File: src/rtl/uart_tx_if.sv
// uart_tx_if: frame request and status bundle between a client and uart_tx.
// master = client issuing frames, slave = transmitter.
interface uart_tx_if;
    logic       tx_start;
    logic [7:0] tx_data;
    logic [3:0] length;
    logic       parity_type;
    logic       parity_en;
    logic       stop2;
    logic       tx_ready;
    logic       tx_busy;
    logic       tx_done;

    modport master (
        output tx_start, tx_data, length,
        output parity_type, parity_en, stop2,
        input  tx_ready, tx_busy, tx_done
    );

    modport slave (
        input  tx_start, tx_data, length,
        input  parity_type, parity_en, stop2,
        output tx_ready, tx_busy, tx_done
    );
endinterface

File: src/rtl/uart_tx.sv
// uart_tx: configurable UART transmitter, OVERSAMPLE tx_clk cycles per bit.
// Define UART_TX_HOLD_EN to add a one-entry request holding register.
module uart_tx #(
    parameter int OVERSAMPLE = 16
) (
    input  logic     tx_clk,
    input  logic     rst_n,
    uart_tx_if.slave bus,
    output logic     tx
);
    localparam int PW = (OVERSAMPLE > 1) ? $clog2(OVERSAMPLE) : 1;
    localparam logic [PW-1:0] PH_LAST = PW'(OVERSAMPLE - 1);

    typedef enum logic [2:0] {
        IDLE, START, DATA, PARITY, STOP1, STOP2, DONE
    } state_t;

    state_t        state;
    logic [PW-1:0] phase;
    logic [2:0]    bit_idx;
    logic [7:0]    dat;
    logic [3:0]    nbits;
    logic          par_bit;
    logic          par_en_q;
    logic          stop2_q;
    logic          busy;
    logic          done;

    logic          go;
    logic [7:0]    ld_data;
    logic [3:0]    ld_len;
    logic          ld_pt;
    logic          ld_pe;
    logic          ld_s2;
    logic [3:0]    ld_n;
    logic [7:0]    ld_mask;
    logic          ph_end;
    logic          bit_last;

`ifdef UART_TX_HOLD_EN
    logic       hold_valid;
    logic [7:0] hold_data;
    logic [3:0] hold_len;
    logic       hold_pt;
    logic       hold_pe;
    logic       hold_s2;
    logic       store;

    assign bus.tx_ready = !hold_valid;

    // The holder only fills mid-frame and always drains in DONE.
    always_comb begin
        go    = 1'b0;
        store = 1'b0;
        if (state == IDLE)
            go = bus.tx_start;
        else if (state == DONE)
            go = hold_valid || bus.tx_start;
        else
            store = bus.tx_start && !hold_valid;
    end

    assign ld_data = hold_valid ? hold_data : bus.tx_data;
    assign ld_len  = hold_valid ? hold_len  : bus.length;
    assign ld_pt   = hold_valid ? hold_pt   : bus.parity_type;
    assign ld_pe   = hold_valid ? hold_pe   : bus.parity_en;
    assign ld_s2   = hold_valid ? hold_s2   : bus.stop2;

    always_ff @(posedge tx_clk or negedge rst_n) begin
        if (!rst_n) begin
            hold_valid <= 1'b0;
            hold_data  <= '0;
            hold_len   <= '0;
            hold_pt    <= 1'b0;
            hold_pe    <= 1'b0;
            hold_s2    <= 1'b0;
        end else if (store) begin
            hold_valid <= 1'b1;
            hold_data  <= bus.tx_data;
            hold_len   <= bus.length;
            hold_pt    <= bus.parity_type;
            hold_pe    <= bus.parity_en;
            hold_s2    <= bus.stop2;
        end else if (go && hold_valid) begin
            hold_valid <= 1'b0;
        end
    end
`else
    assign bus.tx_ready = (state == IDLE);
    assign go      = (state == IDLE) && bus.tx_start;
    assign ld_data = bus.tx_data;
    assign ld_len  = bus.length;
    assign ld_pt   = bus.parity_type;
    assign ld_pe   = bus.parity_en;
    assign ld_s2   = bus.stop2;
`endif

    // Out-of-range lengths fall back to a full byte.
    assign ld_n = (ld_len >= 4'd5 && ld_len <= 4'd8) ? ld_len : 4'd8;
    assign ld_mask  = 8'hFF >> (4'd8 - ld_n);
    assign ph_end   = (phase == PH_LAST);
    assign bit_last = ({1'b0, bit_idx} == (nbits - 4'd1));

    assign bus.tx_busy = busy;
    assign bus.tx_done = done;

    always_ff @(posedge tx_clk or negedge rst_n) begin
        if (!rst_n) begin
            state    <= IDLE;
            phase    <= '0;
            bit_idx  <= '0;
            dat      <= '0;
            nbits    <= 4'd8;
            par_bit  <= 1'b0;
            par_en_q <= 1'b0;
            stop2_q  <= 1'b0;
            tx       <= 1'b1;
            busy     <= 1'b0;
            done     <= 1'b0;
        end else begin
            done <= 1'b0;
            unique case (state)
                IDLE, DONE: begin
                    state   <= IDLE;
                    phase   <= '0;
                    bit_idx <= '0;
                    tx      <= 1'b1;
                    busy    <= 1'b0;
                    if (go) begin
                        state    <= START;
                        tx       <= 1'b0;
                        busy     <= 1'b1;
                        dat      <= ld_data & ld_mask;
                        nbits    <= ld_n;
                        par_bit  <= (^(ld_data & ld_mask)) ^ ~ld_pt;
                        par_en_q <= ld_pe;
                        stop2_q  <= ld_s2;
                    end
                end
                default: begin
                    phase <= ph_end ? '0 : phase + PW'(1);
                    if (ph_end) begin
                        unique case (state)
                            START: begin
                                state   <= DATA;
                                bit_idx <= '0;
                                tx      <= dat[0];
                            end
                            DATA: begin
                                if (!bit_last) begin
                                    bit_idx <= bit_idx + 3'd1;
                                    tx      <= dat[bit_idx + 3'd1];
                                end else if (par_en_q) begin
                                    state <= PARITY;
                                    tx    <= par_bit;
                                end else begin
                                    state <= STOP1;
                                    tx    <= 1'b1;
                                end
                            end
                            PARITY: begin
                                state <= STOP1;
                                tx    <= 1'b1;
                            end
                            STOP1: begin
                                if (stop2_q) begin
                                    state <= STOP2;
                                end else begin
                                    state <= DONE;
                                    done  <= 1'b1;
                                    busy  <= 1'b0;
                                end
                            end
                            STOP2: begin
                                state <= DONE;
                                done  <= 1'b1;
                                busy  <= 1'b0;
                            end
                            default: state <= IDLE;
                        endcase
                    end
                end
            endcase
        end
    end
endmodule

File: src/flat_wrapper.sv
// flat-port wrapper written by rule: the top's interface ports become plain ports
module uart_tx_flat 
#(
    parameter int OVERSAMPLE = 16
)
  (tx_clk, rst_n, tx, bus_tx_start, bus_tx_data, bus_length, bus_parity_type, bus_parity_en, bus_stop2, bus_tx_ready, bus_tx_busy, bus_tx_done);
  uart_tx_if bus_i ();
  input  logic tx_clk;
  input  logic rst_n;
  output logic tx;
  input wire logic [$bits(bus_i.tx_start)-1:0] bus_tx_start;
  input wire logic [$bits(bus_i.tx_data)-1:0] bus_tx_data;
  input wire logic [$bits(bus_i.length)-1:0] bus_length;
  input wire logic [$bits(bus_i.parity_type)-1:0] bus_parity_type;
  input wire logic [$bits(bus_i.parity_en)-1:0] bus_parity_en;
  input wire logic [$bits(bus_i.stop2)-1:0] bus_stop2;
  output wire logic [$bits(bus_i.tx_ready)-1:0] bus_tx_ready;
  output wire logic [$bits(bus_i.tx_busy)-1:0] bus_tx_busy;
  output wire logic [$bits(bus_i.tx_done)-1:0] bus_tx_done;
  assign bus_i.tx_start = bus_tx_start;
  assign bus_i.tx_data = bus_tx_data;
  assign bus_i.length = bus_length;
  assign bus_i.parity_type = bus_parity_type;
  assign bus_i.parity_en = bus_parity_en;
  assign bus_i.stop2 = bus_stop2;
  assign bus_tx_ready = bus_i.tx_ready;
  assign bus_tx_busy = bus_i.tx_busy;
  assign bus_tx_done = bus_i.tx_done;
  uart_tx #(.OVERSAMPLE(OVERSAMPLE)) u_core (.tx_clk(tx_clk), .rst_n(rst_n), .bus(bus_i), .tx(tx));
endmodule
File: config.mk
export PLATFORM = sky130hd
export DESIGN_NAME = uart_tx_flat
export DESIGN_NICKNAME = d
export VERILOG_FILES = /design/src/rtl/uart_tx_if.sv /design/src/rtl/uart_tx.sv /design/src/flat_wrapper.sv
export SDC_FILE = /design/constraint.sdc
export NUM_CORES = 1
export LEC_CHECK = 0
export BUFFER_PORTS_ARGS = -buffer_cell sky130_fd_sc_hd__buf_2
export CORE_MARGIN = 4
export CORE_UTILIZATION = 50
export DETAILED_ROUTE_END_ITERATION = 7
export HOLD_SLACK_MARGIN = 0.12
export PLACE_DENSITY = 0.71
export SYNTH_ARGS = -nofsm -noshare
export SYNTH_HDL_FRONTEND = slang
export SYNTH_SLANG_ARGS = --single-unit
export TNS_END_PERCENT = 50
File: constraint.sdc
create_clock -name tx_clk -period 2.3 [get_ports tx_clk]
set_input_delay 0.23 -clock tx_clk [delete_from_list [all_inputs] [get_ports tx_clk]]
set_output_delay 0.23 -clock tx_clk [all_outputs]
set_load 0.05 [all_outputs]
==> results.md <==
- The total core area is ~3200 um^2.
- The overall die width is roughly 66 um.
- The smallest clock period supported by the final layout is computed as 2.16 ns.
- Setup violations remaining at the end of the flow were counted as 0.
- The sink count of the clock tree is 28.
- In this run the tightest slew margin relative to its limit is 58.5%.
- The worst min-delay path class is input pin to register.
- The count of mapped cells out of synthesis is approximately 190.
- Summed over its instances, the top area cell type makes up approximately two fifths of the synthesized netlist area.
- The fraction of synthesis flops using an asynchronous set or reset pin is 100%.
- The static leakage is 0.944 nW.
- Global routing used between 15 and 20% of the available tracks.
- The biggest area contributor in the post-synthesis netlist is sky130_fd_sc_hd__dfrtp_1.
- The overall power consumption is around 0.78 mW.
- The multiplexer share of the synthesized area is slightly above 5%.
- The area share of xor/xnor cells in the synthesized design is ~5.1%.
- TritonCTS built the clock tree.
- The setup TNS after final layout is 0 ns.
- After filler insertion, the fill cell instance count of the layout stands at 303.
- The number of gates resized after CTS was 0.
- The number of global-route vias before repair came to roughly 1400.
- The total via count after detailed routing is 1400.
- The initial core utilization is a little over half.
- The number of maximum-capacitance violations is 0.
- The number of clock buffers inserted by TritonCTS is 3.
- The largest net degree at the start of global routing is 29.
- Cell internal power was estimated by the tool at 0.601 mW.
- The peak ir drop on the vdd network is between 0.0002 and 0.0003 V.
- In this run the most critical hold path is launched from bus_tx_data[1].
- In the layout the commonest cells are sky130_fd_sc_hd__nand2_1, sky130_fd_sc_hd__dfrtp_1, sky130_fd_sc_hd__buf_2, sky130_fd_sc_hd__o21ai_0.
- The ratio of final minimum period to clock period is between 90% and 100%.
- After synthesis, the largest family of logic cells by area is simple AND/OR/NAND/NOR gates.
- The area added between synthesis and finish is 15.5%.
- The number of antenna violations at the first check in global routing is 0.
- The critical-path maximum fanout is 8.
- Setup repair after global routing left no endpoint under its margin.
- The overflow left after global routing is 0.
- The share of the synthesized area in compound gates (AO/OA/AOI/OAI) is ~16%.
- The post-synth net total is 212.
- The worst register-to-register path has a depth of 8.
- The met2 wire length is roughly 1600 um.
- The maximum buffer depth of the clock tree is 2.
- The fraction of the yosys area taken by sequential cells is roughly two fifths.
- In the routed design, unresolved DRC markers number 0.
- The peak clock frequency supported by timing is around 0.46 GHz.
- Counting instances, the worst hold path has a depth of 3.
- The reg-to-reg endpoint is u_core.state[1]$_DFFE_PN0P_.
- The setup check on the worst reg-to-reg path leaves a slack of 0.14 ns.
- By area the synthesized netlist is led by sky130_fd_sc_hd__dfrtp_1, sky130_fd_sc_hd__nand2_1, sky130_fd_sc_hd__ha_1.
- Data on the critical path is required at its endpoint by between 2 and 3 ns.
- Counting tap cells, the placed design contains a total of about 250 instances.
- Synthesis inferred 28 register bits.
- The average cell area after synthesis is a little over 9 um^2.
- The clock-pin slew on the worst setup and hold paths is between 0.1 and 0.15 ns.
- The number of enable-type register cells in the synthesized netlist is 0.
- The final weighted congestion in routability-driven placement is ~0.83.
- The setup skew after layout is 0.00364 ns.
- The number of antenna diodes in the final layout is 0.
- The layout net count is between 200 and 250.
- The run finished with clean final reports.
- The category of the most critical setup path is register to register.
- The most frequent standard cell in the layout excluding fill and tap cells is sky130_fd_sc_hd__nand2_1.
- The sequential fraction of design power is about 63%.
- The count of boundary I/O pins is 22.
- For this block, the routed nets add up to roughly 3400 um of wire.
- In this run the number of H-tree levels came out at 1.
- The detail route stage leaves a number of antenna-violating nets equal to 0.
- The final number of hold-violating endpoints came to 0.
- The critical path's top delay family is compound AO/OA/AOI/OAI gates.
- The die covers 4400 um^2.
- The share of layout cells above drive strength 1 is a little under 20%.
- In this run, the combinational gates consume roughly 12% of the power.
- For this block, wires on met1 add up to about 1600 um.
- In this run the critical register-to-register path is launched from u_core.nbits[0]$_DFFE_PN0P_.
- The clock insertion delay at the later pin of the skew report is approximately 0.32 ns.
- The finished cells cover a little under 2000 um^2.
- The power per cell area is 399 nW/um^2.
- The delay of the slowest critical-path stage is between 0.4 and 0.5 ns.
- Counting both buffers and inverters, the worst setup path holds a total of 2.
- Summed over all nets, the switching power comes to approximately 0.18 mW.
- The fraction of power consumed by the clock network is about 25%.
- The count of placed standard cells in the final layout, fillers left out is between 200 and 300.
- The detailed router used layers up to and including met4.
- The die extent in y is between 60 and 70 um.
- Dividing the detail-routed via count by the number of cells gives around 5.4.
- The synthesized-area fraction occupied by and/or/nand/nor cells is approximately 23%.
- For this run, the number of Yosys warnings is 0.
- The kind of end point of the critical path is a register.
- The number of buffers inserted by port buffering is 21.
- The largest individual stage delay along the critical path comes from the cell sky130_fd_sc_hd__dfrtp_1.
- The first TritonRoute pass finished after 4 iterations.
- The kind of start point of the critical path is a register.
- Measured on the finished design, the core utilization comes to ~62%.
- The end of the worst hold path is u_core.dat[1]$_DFFE_PN0P_.
- Data arrives at the worst endpoint at approximately 2.4 ns.
- The total count of max-transition violations in the final report is 0.
- Of the total power, the share spent switching nets is between 20% and 30%.
- The tree is rooted in a sky130_fd_sc_hd__clkbuf_4.
- The number of different library cells in the post-synthesis netlist is 41.
- The arithmetic-cell share of the synthesized area counting full adders, half adders and majority gates is between 5 and 6%.
- Walking the worst path, the cells encountered are inv_1 -> ha_1 -> xor2_1 -> or3b_4 -> a221oi_4 -> buf_4 -> a21oi_2 -> a311o_1.
- The netlist area before placement is roughly 1700 um^2.
- After legalization and detailed placement, the total HPWL measured 2670 um.
- The first-pass GRT wire length is slightly above 6000 um.
- In the synthesized netlist the dominant register cell turns out to be sky130_fd_sc_hd__dfrtp_1.
- At the pin with the least slew margin, the transition time is between 0.6 and 0.7 ns.
- In this run the core area contains 20 standard-cell rows.
- The detailed router finished its first iteration with 65 violations.
- The met3 wire length is 135 um.
- After detailed placement, the total cell area comes to roughly 1900 um^2.
- After detailed routing, the average wire length per cell comes to 12.9 um.
==> how the worst max path moves through the flow <==
stage / start / endpoint / cells after the start
finish: u_core.nbits[0]$_DFFE_PN0P_ / u_core.state[1]$_DFFE_PN0P_ / 8
global route: u_core.nbits[0]$_DFFE_PN0P_ / u_core.state[1]$_DFFE_PN0P_ / 8
CTS: u_core.nbits[0]$_DFFE_PN0P_ / u_core.state[1]$_DFFE_PN0P_ / 7
detailed placement: bus_length[3] / u_core.par_bit$_DFFE_PN0P_ / 10
global placement: bus_length[3] / u_core.par_bit$_DFFE_PN0P_ / 10
floorplan: bus_length[2] / u_core.par_bit$_DFFE_PN0P_ / 9
==> layer usage <==
layer / vias up / track usage, %
li1: 716 / -
met1: 650 / 24.1
met2: 29 / 29.2
met3: 5 / 2.04
met4: 0 / 4.57
met5: - / 0
==> logic make-up after synthesis <==
group | Yosys count
mux | 6
buf+inv | 17
simple gates | 77
xor+xnor | 10
flops | 28
fa+ha+maj | 7
compound gates | 42
==> worst register-to-register path, delay by kind of cell (launching register included) <==
kind,cells,cell delay (ns)
AOI/OAI and AO/OA,3,0.60
DFF,1,0.41
and+or+nand+nor,1,0.39
buffers and inverters,2,0.29
adders and majority gates,1,0.20
xor gates and xnor gates,1,0.17
==> sequential cells by signal, indices dropped and copies added (netlist names), 3 cells and up <==
signal	flops
u_core.bit_idx	3
u_core.dat	8
u_core.nbits	4
u_core.phase	4
u_core.state	3
==> cells in the mapped netlist (2+ instances only) <==
cell type / number
sky130_fd_sc_hd__nand3_1: 3
sky130_fd_sc_hd__xnor2_1: 5
sky130_fd_sc_hd__a21boi_0: 4
sky130_fd_sc_hd__mux2_2: 2
sky130_fd_sc_hd__ha_1: 7
sky130_fd_sc_hd__a21oi_1: 9
sky130_fd_sc_hd__nand3b_1: 3
sky130_fd_sc_hd__dfrtp_1: 26
sky130_fd_sc_hd__nor2_1: 11
sky130_fd_sc_hd__clkbuf_1: 5
sky130_fd_sc_hd__nor3_1: 5
sky130_fd_sc_hd__nor2b_1: 4
sky130_fd_sc_hd__and3_1: 2
sky130_fd_sc_hd__mux4_2: 2
sky130_fd_sc_hd__o31ai_1: 3
sky130_fd_sc_hd__nand2_1: 30
sky130_fd_sc_hd__nand2b_1: 9
sky130_fd_sc_hd__xor2_1: 5
sky130_fd_sc_hd__inv_1: 11
sky130_fd_sc_hd__mux2i_1: 2
sky130_fd_sc_hd__dfstp_2: 2
sky130_fd_sc_hd__a31oi_1: 3
sky130_fd_sc_hd__o21ai_0: 14
sky130_fd_sc_hd__o311ai_0: 3
==> what timing repair did <==
action | 4_1_cts | 5_1_grt
hold buffers | 4 | 0
endpoints found under the hold margin | 29 | 0
setup buffers | 0 | 1
setup endpoints to repair | 0 | 1
==> through the flow <==
stage | hold slack, ns | worst slack [ns]
CTS | 0.161 | 0.0810
finish | 0.164 | 0.140
global placement | 0.273 | 0.0592
floorplan | -0.0656 | 0.130
detailed placement | 0.277 | -0.0758
global route | 0.157 | 0.0462
==> layout make-up <==
| type | count | area [um^2] | area share, % |
|---|---|---|---|
| Clock buffer | 3 | 22.5 | 1.15 |
| Tap cell | 44 | 55.1 | 2.80 |
| Sequential cell | 28 | 703 | 35.8 |
| Inverter | 11 | 41.3 | 2.10 |
| Timing Repair Buffer | 33 | 205 | 10.4 |
| Multi-Input combinational cell | 142 | 938 | 47.7 |
==> power by group through the flow <==
| stage | clock, mW | sequential, mW | combinational, mW |
|---|---|---|---|
| final | 0.196 | 0.493 | 0.0958 |
| after global routing | 0.228 | 0.493 | 0.108 |
| after CTS | 0.202 | 0.493 | 0.0963 |
| after detailed placement | 0 | 0.502 | 0.0907 |
| after global placement | 0 | 0.502 | 0.0871 |
| after floorplan | 0 | 0.502 | 0.0472 |
(Power assumes the default switching activity.)
